--- config.mk ---
export PLATFORM = sky130hd
export DESIGN_NAME = fwd_hazard_unit
export DESIGN_NICKNAME = d
export VERILOG_FILES = /design/src/rtl/fwd_pkg.sv /design/src/rtl/fwd_src_sel.sv /design/src/rtl/fwd_hazard_unit.sv
export SDC_FILE = /design/constraint.sdc
export NUM_CORES = 1
export LEC_CHECK = 0
export ABC_CLOCK_PERIOD_IN_PS = 7400
export BUFFER_PORTS_ARGS = -buffer_cell sky130_fd_sc_hd__buf_2
export CORE_UTILIZATION = 54
export DETAILED_ROUTE_END_ITERATION = 16
export MAX_ROUTING_LAYER = met4
export PLACE_DENSITY = 0.84
export REMOVE_ABC_BUFFERS = 1
export SYNTH_ARGS = -nofsm -noshare
export SYNTH_HDL_FRONTEND = slang
export SYNTH_SLANG_ARGS = --single-unit
export TNS_END_PERCENT = 100
--- constraint.sdc ---
create_clock -name clk_i -period 7.4 [get_ports clk_i]
set_clock_uncertainty 0.15 [all_clocks]
set_input_delay 0.37 -clock clk_i [delete_from_list [all_inputs] [get_ports clk_i]]
set_output_delay 0.37 -clock clk_i [all_outputs]
set_load 0.05 [all_outputs]
--- src/rtl/fwd_pkg.sv ---
// fwd_pkg: shared forwarding-select and stall-cause encodings plus register address width
package fwd_pkg;
  localparam int REG_AW = 5;
  localparam logic [1:0] FWD_HOLD = 2'b00;
  localparam logic [1:0] FWD_RF = 2'b01;
  localparam logic [1:0] FWD_MEM = 2'b10;
  localparam logic [1:0] FWD_WB = 2'b11;
  typedef enum logic [1:0] {ST_IDLE = 2'b00, ST_LU = 2'b01, ST_SB = 2'b10} cause_e;
endpackage

--- src/rtl/fwd_src_sel.sv ---
// fwd_src_sel: per-source forward select (src, MEM/WB write ports, hold entry in; sel out), priority MEM > WB > HOLD > RF
module fwd_src_sel
  import fwd_pkg::*;
(
  input  logic [REG_AW-1:0] src,
  input  logic              mem_we,
  input  logic [REG_AW-1:0] mem_rd,
  input  logic              wb_we,
  input  logic [REG_AW-1:0] wb_rd,
  input  logic              hold_v,
  input  logic [REG_AW-1:0] hold_addr,
  output logic [1:0]        sel
);
  always_comb
    sel = (mem_we && mem_rd != '0 && mem_rd == src) ? FWD_MEM :
          (wb_we && wb_rd != '0 && wb_rd == src) ? FWD_WB :
          (hold_v && hold_addr != '0 && hold_addr == src) ? FWD_HOLD : FWD_RF;
endmodule

--- src/rtl/fwd_hazard_unit.sv ---
// fwd_hazard_unit: EX operand forwarding (fwd_sel_o, hold_data_o) plus load-use/scoreboard stall control (stall_o, stall_cause_o, sb_full_o, stall_cnt_o)
module fwd_hazard_unit
  import fwd_pkg::*;
#(
  parameter int NUM_SRC = 2,
  parameter int XLEN = 32,
  parameter int LL_MAX = 4
) (
  input  logic                      clk_i,
  input  logic                      rst_i,
  input  logic [REG_AW*NUM_SRC-1:0] EX_RSaddr_i,
  input  logic                      MEM_RegWrite_i,
  input  logic [REG_AW-1:0]         MEM_RDaddr_i,
  input  logic                      WB_RegWrite_i,
  input  logic [REG_AW-1:0]         WB_RDaddr_i,
  input  logic [XLEN-1:0]           WB_data_i,
  input  logic [REG_AW*NUM_SRC-1:0] ID_RSaddr_i,
  input  logic [NUM_SRC-1:0]        ID_use_i,
  input  logic                      ID_valid_i,
  input  logic                      ID_ll_i,
  input  logic [REG_AW-1:0]         ID_RDaddr_i,
  input  logic                      EX_MemRead_i,
  input  logic [REG_AW-1:0]         EX_RDaddr_i,
  input  logic                      LL_done_i,
  input  logic [REG_AW-1:0]         LL_RDaddr_i,
  output logic [2*NUM_SRC-1:0]      fwd_sel_o,
  output logic [XLEN-1:0]           hold_data_o,
  output logic                      stall_o,
  output logic [1:0]                stall_cause_o,
  output logic                      sb_full_o,
  output logic [15:0]               stall_cnt_o
);
  logic              hold_v;
  logic [REG_AW-1:0] hold_addr;
  logic [31:0]       pending;
  logic [5:0]        pcount;
  logic              lu_hit, src_pend, sb_hit, issue, wb_ok;
  cause_e            state;
  for (genvar k = 0; k < NUM_SRC; k++) begin : g_src
    fwd_src_sel u_sel (
      .src      (EX_RSaddr_i[REG_AW*k +: REG_AW]),
      .mem_we   (MEM_RegWrite_i),
      .mem_rd   (MEM_RDaddr_i),
      .wb_we    (WB_RegWrite_i),
      .wb_rd    (WB_RDaddr_i),
      .hold_v   (hold_v),
      .hold_addr(hold_addr),
      .sel      (fwd_sel_o[2*k +: 2])
    );
  end
  always_comb begin
    lu_hit = 1'b0;
    src_pend = 1'b0;
    for (int k = 0; k < NUM_SRC; k++) begin
      lu_hit |= ID_use_i[k] && ID_RSaddr_i[REG_AW*k +: REG_AW] == EX_RDaddr_i;
      src_pend |= ID_use_i[k] && pending[ID_RSaddr_i[REG_AW*k +: REG_AW]];
    end
    lu_hit &= EX_MemRead_i && EX_RDaddr_i != '0;
  end
  always_comb begin
    pcount = '0;
    for (int i = 1; i < 32; i++) pcount += {5'd0, pending[i]};
  end
  assign sb_full_o = pcount == 6'(LL_MAX);
  assign sb_hit = ID_valid_i && (src_pend || (ID_ll_i && (pending[ID_RDaddr_i] || sb_full_o)));
  assign stall_o = ID_valid_i && (lu_hit || sb_hit);
  assign issue = ID_valid_i && ID_ll_i && !stall_o && ID_RDaddr_i != '0;
  assign wb_ok = WB_RegWrite_i && WB_RDaddr_i != '0;
  assign stall_cause_o = state;
  always_ff @(posedge clk_i) begin
    if (rst_i) begin
      hold_v <= 1'b0;
      hold_addr <= '0;
      hold_data_o <= '0;
      pending <= '0;
      state <= ST_IDLE;
      stall_cnt_o <= '0;
    end else begin
      hold_v <= wb_ok;
      if (wb_ok) begin
        hold_addr <= WB_RDaddr_i;
        hold_data_o <= WB_data_i;
      end
      // clear first so a same-cycle issue to the same rd leaves the bit set
      if (LL_done_i) pending[LL_RDaddr_i] <= 1'b0;
      if (issue) pending[ID_RDaddr_i] <= 1'b1;
      state <= state == ST_LU ? ST_IDLE : lu_hit ? ST_LU : sb_hit ? ST_SB : ST_IDLE;
      if (stall_o && stall_cnt_o != 16'hFFFF) stall_cnt_o <= stall_cnt_o + 16'd1;
    end
  end
endmodule

==> metrics.yaml, run 1 <==
status:
  status: "completed"
global_routing:
  grt.total_usage: 0.306
  first_global_vias: 5157
  grt_pass1_wl_um: 25700
  grt_overflow_total: 0
  antenna_found_initial: 1
  grt_max_degree: 95
placement:
  dpl.hpwl_um: 12600
  dp.cells: 900
  gp_congestion: 0.937
  io_buffers: 142
  dp_slack_ps: 1130
yosys:
  synth.most_common_cell: "nand2_1"
  yosysTopAreaCellShare: 0.310
  seq_area_frac_synth: 0.310
  synthTopCellsByArea: "dfxtp_1 (31%), fa_1 (7.7%), mux4_2 (7.5%)"
  ys_warn_count: 0
  synth_cell_types: 52
  synth_ff_type: "dfxtp_1"
  netlist_area_um2: 5690
  yosys.area.top_type: "dfxtp_1"
  synthTopCellsByCount: "nand2_1 (103), dfxtp_1 (88), a21oi_1 (50)"
  ys_ff_latch: 88
  synth_edf_count: 0
  syn_area_per_cell_um2: 8.71
  synth-async-reset-ratio: 0
  synthCells: 653
worst_setup_path:
  reg2reg_to: "stall_cnt_o[8]$_SDFFE_PP0P_"
  setup.worst_path.start: "pending[6]$_SDFF_PP0_"
  worstPathRequired_ps: 6880
  path_cells: "inv_1 -> fa_1 -> inv_1 -> fa_1 -> fa_1 -> inv_1 -> fa_1 -> fa_1 -> fa_1 -> inv_1 -> ha_1 -> nor3b_1 -> a31oi_1 -> nor3b_1 -> a41o_1 -> o31ai_4 -> inv_1 -> buf_2"
  r2r_slack_ps: 1220
  path_class: "flop to primary output"
  critPathSlowestCell: "o31ai_4"
  r2r_cells: 18
  crit_path_end_kind: "primary output"
  slowest_delay_ps: 800
  crit_path_frequent_cell: "fa_1"
  cp_max_fo: 28
  timing.rr.start: "pending[6]$_SDFF_PP0_"
  cp.buffers_inverters: 6
  critPathArrivalTime_ps: 6170
  endpoint: "stall_o"
  startpoint_type: "flop"
  worst-path-stages: 18
  critical-path-top-delay-family: "adder cells"
timing:
  max-slew-margin-rel: 0.232
  rsz0062_at_grt: "false"
  period_minus_slack_ps: 6690
  fin_ws_ps: 715
  slew_viol_final: 0
  period_share: 0.903
  fin_tns_setup_ps: 0
  tightest_slew_ps: 1150
  fmax_ghz: 0.150
  setup_viol: 0
  hold_violations: 0
detailed_routing:
  viasPerCell: 6.07
  vias: 5562
  drcViolationCount: 0
  drtIter0Drc: 440
  wire_per_inst_um: 17.9
  final_antenna_net_count: 0
  routed_wl_um: 16400
  first_pass_iters: 5
clock_network:
  post_cts_buffers: 0
  cts.sinks: 88
  clk_pin_slew_ps: 100
  clockRootBuffer: "clkbuf_8"
  clk_latency_ps: 370
  htreeDepth: 3
  post_cts_resized: 0
  hold_buffers: 0
  cts_tree: "done"
  cts_inserted_buffers: 9
  cts.path.max_buffers: 2
run:
  maxCapViolCount: 0
die:
  ios: 143
  die_w_um: 105
  die_h_um: 105
  initial_core_util: 0.553
  rows: 37
  coreArea_um2: 10300
  die_area_um2: 10900
pwr:
  leakagePower_nw: 2.78
  p_switching_mw: 0.338
  clockPowerShare: 0.315
  p_int_mw: 0.683
  peakVddDrop_v: 0.000121
  finalPower_mw: 1.02
  comb_power_share: 0.198
  p_per_area_nw_per_um2: 154
  p_seq_frac: 0.487
  switching_share: 0.331
hold_path:
  hp-start: "WB_data_i[2]"
  hold_class: "input port to flop"
final_layout:
  instances_no_fill: 917
  finish.utilization: 0.645
  nNetsFinal: 892
  drive_gt1_frac: 0.251
  area_delta_synth_final_pct: 16.6
  n_fill_cell: 873
power by group through the flow:
stage | clock (mW) | combinational (mW) | sequential [mW]
2_1_floorplan | 0 | 0.0785 | 0.544
3_3_place_gp | 0 | 0.196 | 0.507
3_5_place_dp | 0 | 0.200 | 0.508
4_1_cts | 0.325 | 0.201 | 0.497
5_1_grt | 0.347 | 0.216 | 0.499
6_report | 0.322 | 0.202 | 0.497
cell families after synthesis:
group           Yosys count  synth area share
fa+ha+maj                30            0.0950
buf+inv                  75            0.0539
compound gates          128             0.136
xor+xnor                 41            0.0631
flops                    88             0.310
mux                      40             0.116
simple gates            251             0.226
per-layer routing:
layer	global-route usage	up-vias	routed length, um
li1	-	2542	-
met1	0.353	2665	6260
met2	0.518	301	8200
met3	0.0680	54	1410
met4	0.119	0	505
met5	-	-	0
stage by stage:
stage                     area [um2]  hold WS (ps)
after CTS                       6630          67.2
after global routing            6630          68.0
after detailed placement        6450           296
after global placement          6450           289
final                           6630          76.5
after floorplan                 5530           289
state kept, by name (all words and copies together), names as in the netlist:
name	cells
hold_data_o	32
pending	32
stall_cnt_o	16
hold_v	1
stall_cause_o	2
hold_addr	5
worst min path at each step:
| stage | to | slack (ps) | cells past startpoint |
|---|---|---|---|
| 3_3_place_gp | hold_data_o[15]$_SDFFE_PP0P_ | 290 | 2 |
| 6_report | hold_data_o[2]$_SDFFE_PP0P_ | 80 | 3 |
| 2_1_floorplan | hold_addr[0]$_SDFFE_PP0P_ | 290 | 1 |
| 3_5_place_dp | hold_data_o[10]$_SDFFE_PP0P_ | 300 | 2 |
| 5_1_grt | hold_data_o[26]$_SDFFE_PP0P_ | 70 | 3 |
| 4_1_cts | hold_data_o[1]$_SDFFE_PP0P_ | 70 | 3 |
placed cells by master (no fill, tap or decap), types with 22 or more instances in the layout:
| master | count |
|---|---|
| a21oi_1 | 50 |
| buf_2 | 142 |
| dfxtp_1 | 88 |
| fa_1 | 22 |
| inv_1 | 41 |
| nand2_1 | 103 |
| nor2b_1 | 23 |
| o21ai_0 | 39 |
| xor2_1 | 22 |
layout make-up:
class,instances,area [um2],share of cell area
antenna,1,2.50,0.000377
multi-input combinational,490,3630,0.547
clock inverter,7,60.1,0.00905
tap,136,170,0.0257
timing repair buffer,145,733,0.111
clock buffer,9,124,0.0187
sequential,88,1760,0.266
inverter,41,154,0.0232
worst min-delay path, stage by stage:
cell and delay, ps:
buf_2 100, nand2_1 50, a21oi_1 50
Power figures use the tool's default switching activity.
==> run 2, diff against run 1 <==
--- a/config.mk
+++ b/config.mk
@@ -9,6 +9,7 @@
 export BUFFER_PORTS_ARGS = -buffer_cell sky130_fd_sc_hd__buf_2
 export CORE_UTILIZATION = 54
 export DETAILED_ROUTE_END_ITERATION = 16
+export GPL_TIMING_DRIVEN = 0
 export MAX_ROUTING_LAYER = met4
 export PLACE_DENSITY = 0.84
 export REMOVE_ABC_BUFFERS = 1
==> run 2 against run 1 <==
- utilization grew 0.073 points
- wire length shrank 0.57%
- sequential power is essentially flat
- critical endpoint unchanged
==> metrics.yaml, run 2 (synthesized netlist as in run 1, its figures left out) <==
worst_setup_path:
  crit_path_end_kind: "primary output"
  crit_path_frequent_cell: "fa_1"
  path_cells: "inv_1 -> fa_1 -> inv_1 -> fa_1 -> inv_1 -> fa_1 -> fa_1 -> fa_1 -> fa_1 -> inv_1 -> ha_1 -> nor3b_1 -> a31oi_1 -> nor3b_1 -> a41o_1 -> o31ai_4 -> inv_1 -> buf_2"
  endpoint: "stall_o"
  slowest_delay_ps: 840
  startpoint_type: "flop"
  worstPathRequired_ps: 6880
  timing.rr.start: "pending[6]$_SDFF_PP0_"
  r2r_slack_ps: 1120
  setup.worst_path.start: "pending[6]$_SDFF_PP0_"
  r2r_cells: 18
  reg2reg_to: "stall_cnt_o[8]$_SDFFE_PP0P_"
  path_class: "flop to primary output"
  critPathArrivalTime_ps: 6280
  critPathSlowestCell: "o31ai_4"
  cp_max_fo: 28
clock_network:
  clk_latency_ps: 370
  hold_buffers: 0
  cts.sinks: 88
  clockRootBuffer: "clkbuf_8"
  cts_tree: "done"
  post_cts_resized: 0
  post_cts_buffers: 0
  cts_inserted_buffers: 9
  htreeDepth: 3
  cts.path.max_buffers: 2
  clk_pin_slew_ps: 100
placement:
  io_buffers: 142
  dpl.hpwl_um: 12500
  dp_slack_ps: 1030
  gp_congestion: 0.946
timing:
  period_share: 0.919
  period_minus_slack_ps: 6800
  rsz0062_at_grt: "false"
  hold_violations: 0
  tightest_slew_ps: 1140
  fin_ws_ps: 598
  setup_viol: 0
  fmax_ghz: 0.147
  fin_tns_setup_ps: 0
  slew_viol_final: 0
  max-slew-margin-rel: 0.242
  whs_ps: 77.0
die:
  die_h_um: 105
  die_area_um2: 10900
  coreArea_um2: 10300
  die_w_um: 105
  rows: 37
  ios: 143
  initial_core_util: 0.553
global_routing:
  grt_overflow_total: 0
  grt_max_degree: 95
  grt_pass1_wl_um: 26100
  antenna_found_initial: 0
  first_global_vias: 5328
  grt.total_usage: 0.311
final_layout:
  antennaDiodeCount: 0
  nNetsFinal: 891
  layout_commonest_cell: "buf_2"
  reg_top3: "hold_data_o: 32 flops, pending: 32 flops, stall_cnt_o: 16 flops"
  area_delta_synth_final_pct: 16.8
  layout_common_cells: "buf_2 (141), nand2_1 (103), dfxtp_1 (88)"
  drive_gt1_frac: 0.250
  finish.utilization: 0.646
pwr:
  leakagePower_nw: 2.78
  clockPowerShare: 0.318
  p_per_area_nw_per_um2: 154
  peakVddDrop_v: 0.000127
  p_switching_mw: 0.341
  p_int_mw: 0.683
  switching_share: 0.333
  comb_power_share: 0.198
  p_seq_frac: 0.485
detailed_routing:
  routed_wl_um: 16300
  first_pass_iters: 5
  wire_per_inst_um: 17.8
  vias: 5477
  drtIter0Drc: 402
  drcViolationCount: 0
  viasPerCell: 5.99
  final_antenna_net_count: 0
hold_path:
  hold_class: "input port to flop"
run:
  maxCapViolCount: 0
status:
  status: "completed"
## run 2: area by class of cell
| class | count | area, um2 |
|---|---|---|
| fill | 868 | 3640 |
| multi-input combinational | 490 | 3630 |
| sequential | 88 | 1760 |
| timing repair buffer | 144 | 739 |
| tap | 136 | 170 |
| inverter | 41 | 154 |
| clock buffer | 9 | 124 |
| clock inverter | 7 | 63.8 |
## run 2: worst max-delay path, delay by kind of cell, from the launching register on
family,cells,cell delay [ps]
compound gates,3,1300
fa+ha+maj,7,3230
buf+inv,6,720
simple gates,2,260
flops,1,380
## run 2: how the worst min path moves through the flow
stage	start	to	slack [ps]	cells after the start
3_5_place_dp	hold_data_o[3]$_SDFFE_PP0P_	hold_data_o[3]$_SDFFE_PP0P_	290	2
2_1_floorplan	rst_i	hold_addr[0]$_SDFFE_PP0P_	290	1
6_report	WB_data_i[23]	hold_data_o[23]$_SDFFE_PP0P_	80	3
3_3_place_gp	hold_data_o[28]$_SDFFE_PP0P_	hold_data_o[28]$_SDFFE_PP0P_	290	2
5_1_grt	WB_data_i[23]	hold_data_o[23]$_SDFFE_PP0P_	70	3
4_1_cts	WB_data_i[23]	hold_data_o[23]$_SDFFE_PP0P_	60	3
## run 2: per-layer routing
layer / vias to the layer above / GRT usage / wire length [um]
met4: 0 / 0.153 / 597
met3: 50 / 0.0661 / 1380
met1: 2593 / 0.364 / 6540
li1: 2543 / - / -
met5: - / - / 0
met2: 291 / 0.508 / 7760
## run 2: power groups by stage
stage / combinational (mW) / clock (mW) / sequential (mW)
global route: 0.218 / 0.349 / 0.498
CTS: 0.201 / 0.332 / 0.496
floorplan: 0.0785 / 0 / 0.544
detailed placement: 0.200 / 0 / 0.508
global placement: 0.194 / 0 / 0.507
finish: 0.202 / 0.325 / 0.497
## run 2: metrics by stage
stage	cells	power, mW	instance area, um2
floorplan	619	0.623	5530
global placement	897	0.701	6410
detailed placement	899	0.708	6450
CTS	915	1.03	6640
global route	915	1.06	6640
finish	915	1.02	6640
==> run 3, diff against run 2 <==
--- a/config.mk
+++ b/config.mk
@@ -5,7 +5,7 @@
 export SDC_FILE = /design/constraint.sdc
 export NUM_CORES = 1
 export LEC_CHECK = 0
-export ABC_CLOCK_PERIOD_IN_PS = 7400
+export ABC_CLOCK_PERIOD_IN_PS = 7000
 export BUFFER_PORTS_ARGS = -buffer_cell sky130_fd_sc_hd__buf_2
 export CORE_UTILIZATION = 54
 export DETAILED_ROUTE_END_ITERATION = 16
==> constraint.sdc (replaced) <==
create_clock -name clk_i -period 7 [get_ports clk_i]
set_clock_uncertainty 0.15 [all_clocks]
set_input_delay 0.35 -clock clk_i [delete_from_list [all_inputs] [get_ports clk_i]]
set_output_delay 0.35 -clock clk_i [all_outputs]
set_load 0.05 [all_outputs]
==> run 3 against run 2 <==
- via count up 0.82%
- cell area increased by 0.19%
- sequential power increased by 5.6%
- cell count increased by 0.11%
- register-to-register slack lost 240 ps
- non-clock buffer count unchanged
- global-route usage unchanged
- worst hold slack worse by 17 ps
- clock power grew 6.2%
- sequential share of layout area barely moved
- critical path type unchanged
- largest cell class unchanged
- largest power group unchanged
==> metrics.yaml, run 3 (synthesized netlist as in run 1, its figures left out) <==
timing:
  whs_ps: 59.6
  fmax_ghz: 0.154
  period_share: 0.926
  tightest_slew_ps: 1130
  hold_violations: 0
  fin_ws_ps: 517
  max-slew-margin-rel: 0.246
  period_minus_slack_ps: 6480
  slew_viol_final: 0
  fin_tns_setup_ps: 0
  rsz0062_at_grt: "false"
  setup_viol: 0
placement:
  dp.cells: 899
  dp_slack_ps: 646
  gp_congestion: 0.946
  io_buffers: 142
  dpl.hpwl_um: 12500
  place_area_um2: 6450
status:
  status: "completed"
detailed_routing:
  final_antenna_net_count: 0
  viasPerCell: 6.03
  drcViolationCount: 0
  drtIter0Drc: 547
  first_pass_iters: 5
  wire_per_inst_um: 18.0
  vias: 5522
  routed_wl_um: 16500
die:
  coreArea_um2: 10300
  die_w_um: 105
  die_area_um2: 10900
  die_h_um: 105
  ios: 143
  initial_core_util: 0.553
  rows: 37
clock_network:
  cts.sinks: 88
  htreeDepth: 3
  cts.path.max_buffers: 2
  post_cts_buffers: 0
  post_cts_resized: 0
  clk_latency_ps: 370
  clk_pin_slew_ps: 100
  clockRootBuffer: "clkbuf_8"
  cts_inserted_buffers: 9
  hold_buffers: 0
  cts_tree: "done"
global_routing:
  grt.total_usage: 0.311
  grt_max_degree: 95
  grt_overflow_total: 0
  first_global_vias: 5328
  antenna_found_initial: 0
  grt_pass1_wl_um: 26100
final_layout:
  nNetsFinal: 892
  layout_common_cells: "buf_2 (141), nand2_1 (103), dfxtp_1 (88)"
  antennaDiodeCount: 0
  drive_gt1_frac: 0.251
  n_fill_cell: 867
  area_delta_synth_final_pct: 17.0
  finalInstanceArea_um2: 6650
  reg_top3: "hold_data_o: 32 flops, pending: 32 flops, stall_cnt_o: 16 flops"
  multi_input_area_um2: 3640
  layout_commonest_cell: "buf_2"
  instances_no_fill: 916
  finish.utilization: 0.647
  register_area_um2: 1760
worst_setup_path:
  timing.rr.start: "pending[6]$_SDFF_PP0_"
  setup.worst_path.start: "pending[6]$_SDFF_PP0_"
  reg2reg_to: "stall_cnt_o[14]$_SDFFE_PP0P_"
  critPathArrivalTime_ps: 5980
  startpoint_type: "flop"
  crit_path_end_kind: "primary output"
  r2r_slack_ps: 880
  cp_max_fo: 14
  r2r_cells: 17
  worstPathRequired_ps: 6500
  endpoint: "stall_o"
  path_class: "flop to primary output"
pwr:
  finalPower_mw: 1.09
  leakagePower_nw: 2.79
  peakVddDrop_v: 0.000134
  p_per_area_nw_per_um2: 163
hold_path:
  hold_class: "input port to flop"
  holdPathStages: 3
  hp-start: "WB_data_i[23]"
run:
  maxCapViolCount: 0
-- run 3: cell types whose count changed in the layout (fill, tap and decap cells not counted), sizes merged --
cell,change
o31ai,+1
-- run 3: worst min-delay path by stage --
| stage | endpoint | slack [ps] |
|---|---|---|
| 6_report | hold_data_o[23]$_SDFFE_PP0P_ | 60 |
| 4_1_cts | hold_data_o[23]$_SDFFE_PP0P_ | 40 |
| 5_1_grt | hold_data_o[23]$_SDFFE_PP0P_ | 50 |
| 2_1_floorplan | hold_addr[0]$_SDFFE_PP0P_ | 270 |
| 3_5_place_dp | hold_data_o[3]$_SDFFE_PP0P_ | 290 |
| 3_3_place_gp | hold_data_o[28]$_SDFFE_PP0P_ | 290 |
-- run 3: power by group --
| group | switching (mW) | internal, mW | leakage [nW] |
|---|---|---|---|
| sequential | 0.0100 | 0.515 | 0.716 |
| combinational | 0.144 | 0.0717 | 1.98 |
| clock | 0.209 | 0.136 | 0.0934 |
-- run 3: critical path, cell delays in order (launching register included) --
cell	delay, ps
dfxtp_1	390
inv_1	90
fa_1	540
inv_1	60
fa_1	370
inv_1	90
fa_1	440
fa_1	520
fa_1	520
fa_1	550
inv_1	40
ha_1	290
nor3b_1	140
a31oi_1	190
nor3b_1	120
a41o_1	300
o31ai_4	550
inv_1	140
buf_2	250
-- run 3: routing by layer --
layer  GRT usage  vias up  share of wire  routed length [um]
met5           -        -              0                   0
met2       0.508      347           0.47                7790
met3      0.0661       58          0.096                1580
met1       0.364     2572           0.39                6460
li1            -     2545              -                   -
met4       0.153        0          0.039                 643
-- run 3: layout make-up --
cell class / count / area share
Clock inverter: 7 / 0.00959
Tap cell: 136 / 0.0256
Timing Repair Buffer: 144 / 0.111
Multi-Input combinational cell: 491 / 0.547
Inverter: 41 / 0.0231
Clock buffer: 9 / 0.0186
Sequential cell: 88 / 0.265
